==> config.mk <==
export PLATFORM = sky130hd
export DESIGN_NAME = fifo_n
export DESIGN_NICKNAME = d
export VERILOG_FILES = /design/src/rtl/fifo_n_pkg.sv /design/src/rtl/fifo_n_mem.sv /design/src/rtl/fifo_n.sv
export SDC_FILE = /design/constraint.sdc
export NUM_CORES = 1
export LEC_CHECK = 0
export CAP_MARGIN = 25
export CORE_ASPECT_RATIO = 1.25
export CORE_MARGIN = 8
export CORE_UTILIZATION = 65
export DETAILED_ROUTE_END_ITERATION = 16
export DONT_BUFFER_PORTS = 1
export PLACE_DENSITY = 0.89
export SETUP_SLACK_MARGIN = 0.02
export SYNTH_ARGS = -nofsm -noshare
export SYNTH_HDL_FRONTEND = slang
export SYNTH_SLANG_ARGS = --single-unit
export TNS_END_PERCENT = 100
==> constraint.sdc <==
create_clock -name CLK -period 6.6 [get_ports CLK]
set_clock_uncertainty 0.1 [all_clocks]
set_input_delay 1.32 -clock CLK [delete_from_list [all_inputs] [get_ports CLK]]
set_output_delay 1.32 -clock CLK [all_outputs]
set_load 0.01 [all_outputs]
==> src/rtl/fifo_n_pkg.sv <==
// fifo_n_pkg: width helpers and the pointer wrap function shared by the fifo_n slice.
package fifo_n_pkg;

    // Pointer width: enough bits to index DEPTH entries, never less than one.
    function automatic int unsigned pw_of(input int unsigned depth);
        return (depth > 1) ? $clog2(depth) : 1;
    endfunction

    // Count width: holds 0..DEPTH inclusive.
    function automatic int unsigned cw_of(input int unsigned depth);
        return $clog2(depth + 1);
    endfunction

    // Circular advance without assuming a power-of-two depth.
    function automatic int unsigned ptr_next(input int unsigned ptr, input int unsigned depth);
        return (ptr == depth - 1) ? 0 : ptr + 1;
    endfunction

endpackage

==> src/rtl/fifo_n_mem.sv <==
// fifo_n_mem: DEPTH x WIDTH register array, one write port, one async read port, no reset.
module fifo_n_mem
    import fifo_n_pkg::*;
#(
    parameter int unsigned WIDTH = 32,
    parameter int unsigned DEPTH = 4
) (
    input  logic                      CLK,
    input  logic                      we,
    input  logic [pw_of(DEPTH)-1:0]   waddr,
    input  logic [WIDTH-1:0]          wdata,
    input  logic [pw_of(DEPTH)-1:0]   raddr,
    output logic [WIDTH-1:0]          rdata
);

    logic [WIDTH-1:0] mem [DEPTH];

    // Storage write; contents are meaningless until written, so no reset.
    always_ff @(posedge CLK) begin
        if (we) begin
            mem[waddr] <= wdata;
        end
    end

    assign rdata = mem[raddr];

endmodule

==> src/rtl/fifo_n.sv <==
// fifo_n: DEPTH x WIDTH circular FIFO with enq/deq/first method handshake and occupancy count.
// Optional macro FIFO_N_ERRCHK_EN adds a sticky protocol-error output err.
module fifo_n
    import fifo_n_pkg::*;
#(
    parameter int unsigned WIDTH     = 32,
    parameter int unsigned DEPTH     = 4,
    parameter int unsigned PIPELINED = 0
) (
    input  logic                      CLK,
    input  logic                      nRST,
    input  logic                      enq__ENA,
    input  logic [WIDTH-1:0]          enq_v,
    output logic                      enq__RDY,
    input  logic                      deq__ENA,
    output logic                      deq__RDY,
    output logic [WIDTH-1:0]          first,
    output logic                      first__RDY,
    output logic [cw_of(DEPTH)-1:0]   count
`ifdef FIFO_N_ERRCHK_EN
    ,
    output logic                      err
`endif
);

    localparam int unsigned PW   = pw_of(DEPTH);
    localparam int unsigned CW   = cw_of(DEPTH);
    localparam logic        PIPE = (PIPELINED != 0);

    logic [PW-1:0]    wr_ptr;
    logic [PW-1:0]    rd_ptr;
    logic [CW-1:0]    count_q;
    logic [WIDTH-1:0] rd_data;
    logic             full;
    logic             enq_fire;
    logic             deq_fire;

    // Ready and fire decode from registered occupancy.
    assign full       = (count_q == CW'(DEPTH));
    assign deq__RDY   = (count_q != '0);
    assign first__RDY = (count_q != '0);
    assign enq__RDY   = !full | (PIPE & deq__ENA & deq__RDY);
    assign enq_fire   = enq__ENA & enq__RDY;
    assign deq_fire   = deq__ENA & deq__RDY;
    assign first      = first__RDY ? rd_data : '0;
    assign count      = count_q;

    // Pointer and occupancy update; reset discards contents.
    always_ff @(posedge CLK or negedge nRST) begin
        if (!nRST) begin
            wr_ptr  <= '0;
            rd_ptr  <= '0;
            count_q <= '0;
        end else begin
            if (enq_fire) begin
                wr_ptr <= PW'(ptr_next(32'(wr_ptr), DEPTH));
            end
            if (deq_fire) begin
                rd_ptr <= PW'(ptr_next(32'(rd_ptr), DEPTH));
            end
            if (enq_fire && !deq_fire) begin
                count_q <= count_q + CW'(1);
            end else if (deq_fire && !enq_fire) begin
                count_q <= count_q - CW'(1);
            end
        end
    end

`ifdef FIFO_N_ERRCHK_EN
    // Sticky flag for strobes presented without the matching ready.
    always_ff @(posedge CLK or negedge nRST) begin
        if (!nRST) begin
            err <= 1'b0;
        end else if ((enq__ENA & !enq__RDY) | (deq__ENA & !deq__RDY)) begin
            err <= 1'b1;
        end
    end
`endif

    fifo_n_mem #(
        .WIDTH (WIDTH),
        .DEPTH (DEPTH)
    ) u_mem (
        .CLK   (CLK),
        .we    (enq_fire),
        .waddr (wr_ptr),
        .wdata (enq_v),
        .raddr (rd_ptr),
        .rdata (rd_data)
    );

endmodule

==> flow_metrics.py <==
metrics = {
    "status": {
        "status": "finished, final reports clean",
    },
    "placed_design": {
        "port_buffers": 0,
        "post-place-ws_ns": 3.36,
        "gp_congestion": 0.676,
        "dp_hpwl_mm": 5.18,
    },
    "synth": {
        "ys_async_sr_fraction_pct": 5.19,
        "ys_warn_count": 0,
        "synthTopCellsByCount": "edfxtp_1 (128), and2_1 (36), mux4_2 (28)",
        "syn_area_um2": 5320,
        "synthFlopType": "edfxtp_1",
        "synth_edf_count": 128,
        "yosysSeqAreaShare_pct": 75.6,
        "yosysMostFrequentCell": "edfxtp_1",
        "synth_cell_type_count": 20,
        "ys_seq_elements": 135,
        "synth_area_leader_cell": "edfxtp_1",
        "synth_area_per_cell_um2": 22.0,
        "synth_top_area_share_pct": 72.3,
        "syn_nets": 285,
        "synthCells": 242,
        "synth_area_leaders": "edfxtp_1 (72%), mux4_2 (12%), and2_1 (4.2%)",
    },
    "clock_tree": {
        "clk_latency_ns": 0.51,
        "cts_root_buffer": "clkbuf_8",
        "cts_resized": 0,
        "clock_path_buffers": 2,
        "cts_tree": "done",
        "cts.htree.levels": 4,
        "clkTransAtPathRegs_ns": 0.05,
        "cts_setup_buffers": 0,
        "holdBufCountCts": 0,
        "cts.sinks": 135,
        "numCtsBuffers": 17,
    },
    "floorplanning": {
        "num_rows": 37,
        "die_y_um": 117,
        "chipWidth_um": 96.9,
        "core_area_um2": 8100,
        "start_util_pct": 65.7,
        "boundaryPins": 74,
        "dieArea_um2": 11400,
    },
    "timing": {
        "timing.hold.ws_ns": 0.403,
        "slew_violations": 0,
        "tightest_slew_ns": 0.874,
        "timing.fmax_mhz": 270,
        "setup_tns_ns": 0,
        "finalCriticalPeriod_ns": 3.70,
        "rsz0062_at_grt": "no",
        "slew_headroom_pct": 41.7,
        "finalCritPeriodShare_pct": 56.1,
        "hold_viol": 0,
        "setup_viol": 0,
        "setup_ws_ns": 2.90,
    },
    "route": {
        "drt_iter0_markers": 176,
        "routed_wl_mm": 8.74,
        "via_per_inst": 6.15,
        "num_vias": 2215,
        "dr.pass1.iters": 4,
        "postRouteAntennaNets": 0,
        "remaining_drc_errors": 0,
        "wire_per_inst_um": 24.3,
    },
    "flow_run": {
        "drv_cap": 0,
    },
    "setup_path": {
        "start_kind": "flop",
        "rr_endpoint": "count[2]",
        "cp.arrival_ns": 2.28,
        "worstPathCellList": "buf_12 -> mux4_1 -> and2_1",
        "critPathBufInv": 1,
        "crit_family": "flip-flops",
        "reg2reg_slack_ns": 3.78,
        "worst-path-stages": 3,
        "worstPathMaxFanout": 18,
        "slowest_delay_ns": 0.73,
        "rr_worst_depth": 9,
        "crit_type": "reg -> out",
        "endpoint_kind": "output pin",
        "cpMaxStageDelayCell": "dfrtp_2",
        "critPathRequiredTime_ns": 5.18,
        "crit_path_start": "rd_ptr[0]",
        "endpoint": "first[2]",
        "rr_startpoint": "count[2]",
    },
    "cells_and_area": {
        "multi_input_area_um2": 1180,
        "n_fill_cell": 431,
        "nets": 293,
        "drive_gt1_share_pct": 25.5,
        "regArea_um2": 4020,
        "area_growth_pct": 11.6,
        "diodes": 0,
    },
    "pwr": {
        "powerDensity_nw_per_um2": 484,
        "power.leakage_nw": 1.97,
        "ir_worst_vdd_v": 0.000374,
    },
    "global_route": {
        "antenna_found_initial": 0,
        "met1_usage_pct": 17.3,
        "grt_pass1_vias": 2402,
        "grtUsageMet3_pct": 8.75,
        "grt_max_degree": 35,
        "grt_use_total_pct": 16.2,
        "grt-busiest-layer": "met2",
        "grt_pass1_wl_mm": 13.4,
        "met2_usage_pct": 26.9,
        "gr-total-overflow": 0,
    },
    "worst_hold_path": {
        "hp-class": "in -> async",
    },
}
## registers in the layout (all words and copies together) (netlist names)
signal / count
count: 3
u_mem.mem: 128
rd_ptr: 2
wr_ptr: 2
## report_power, final
| group | switching [mW] | internal, mW | leakage (nW) |
|---|---|---|---|
| clock | 0.306 | 0.587 | 0.283 |
| combinational | 0.365 | 0.344 | 0.437 |
| sequential | 0.132 | 1.14 | 1.25 |
| total | 0.804 | 2.07 | 1.97 |
## layer usage
| metal | wire length (um) | share of wire [%] |
|---|---|---|
| met4 | 121 | 1.4 |
| met3 | 725 | 8.3 |
| met5 | 0 | 0 |
| met1 | 3340 | 38 |
| met2 | 4550 | 52 |
## placed cells by master, fill, tap and decap left out, types with 5 or more instances in the layout
cell / instances
clkbuf_1: 6
mux4_2: 28
and2_1: 32
clkbuf_8: 6
dfrtp_1: 5
clkbuf_16: 16
ha_1: 6
edfxtp_1: 128
mux2_2: 5
## through the flow
step | util [%] | cell area, um^2 | cells | total power [mW]
after floorplan | - | 5320 | 242 | 1.89
after global placement | 65.9 | 5340 | 327 | 1.98
after detailed placement | 66.2 | 5360 | 328 | 2.02
after CTS | 73.3 | 5940 | 360 | 2.92
after global routing | 73.3 | 5940 | 360 | 3.01
final | 73.3 | 5940 | 360 | 2.88
## logic make-up (layout without fill, tap and decap cells)
group,Yosys count,after routing,synth area share [%]
AND/OR/NAND/NOR,43,43,4.78
multiplexers,37,37,14.9
flip-flops,135,135,75.6
adder cells (fa/ha/maj),7,7,1.79
buffers and inverters,16,37,2.35
XOR/XNOR,3,3,0.494
AO/OA/AOI/OAI,1,1,0.141
## area by class of cell
class / count / area share [%]
sequential: 135 / 67.7
timing repair buffer: 2 / 0.464
tap: 97 / 2.04
clock inverter: 4 / 1.18
inverter: 3 / 0.190
clock buffer: 28 / 8.51
multi-input combinational: 91 / 19.9
## worst register-to-register path: stages (launching register included)
cell and delay, ns:
dfrtp_1 0.46, or3_1 0.67, buf_4 0.33, nand2_1 0.15, ha_1 0.19, inv_1 0.06, fa_1 0.37, xor2_1 0.17
nor2_1 0.11, xor2_1 0.14
## worst min path at each step
stage / to / slack [ns]
finish: count[0] / 0.40
global placement: wr_ptr[1] / 0.44
CTS: count[0] / 0.38
detailed placement: wr_ptr[1] / 0.47
floorplan: wr_ptr[1] / 0.43
global route: wr_ptr[0] / 0.37
Note: power is estimated with default switching activity, not from simulation.
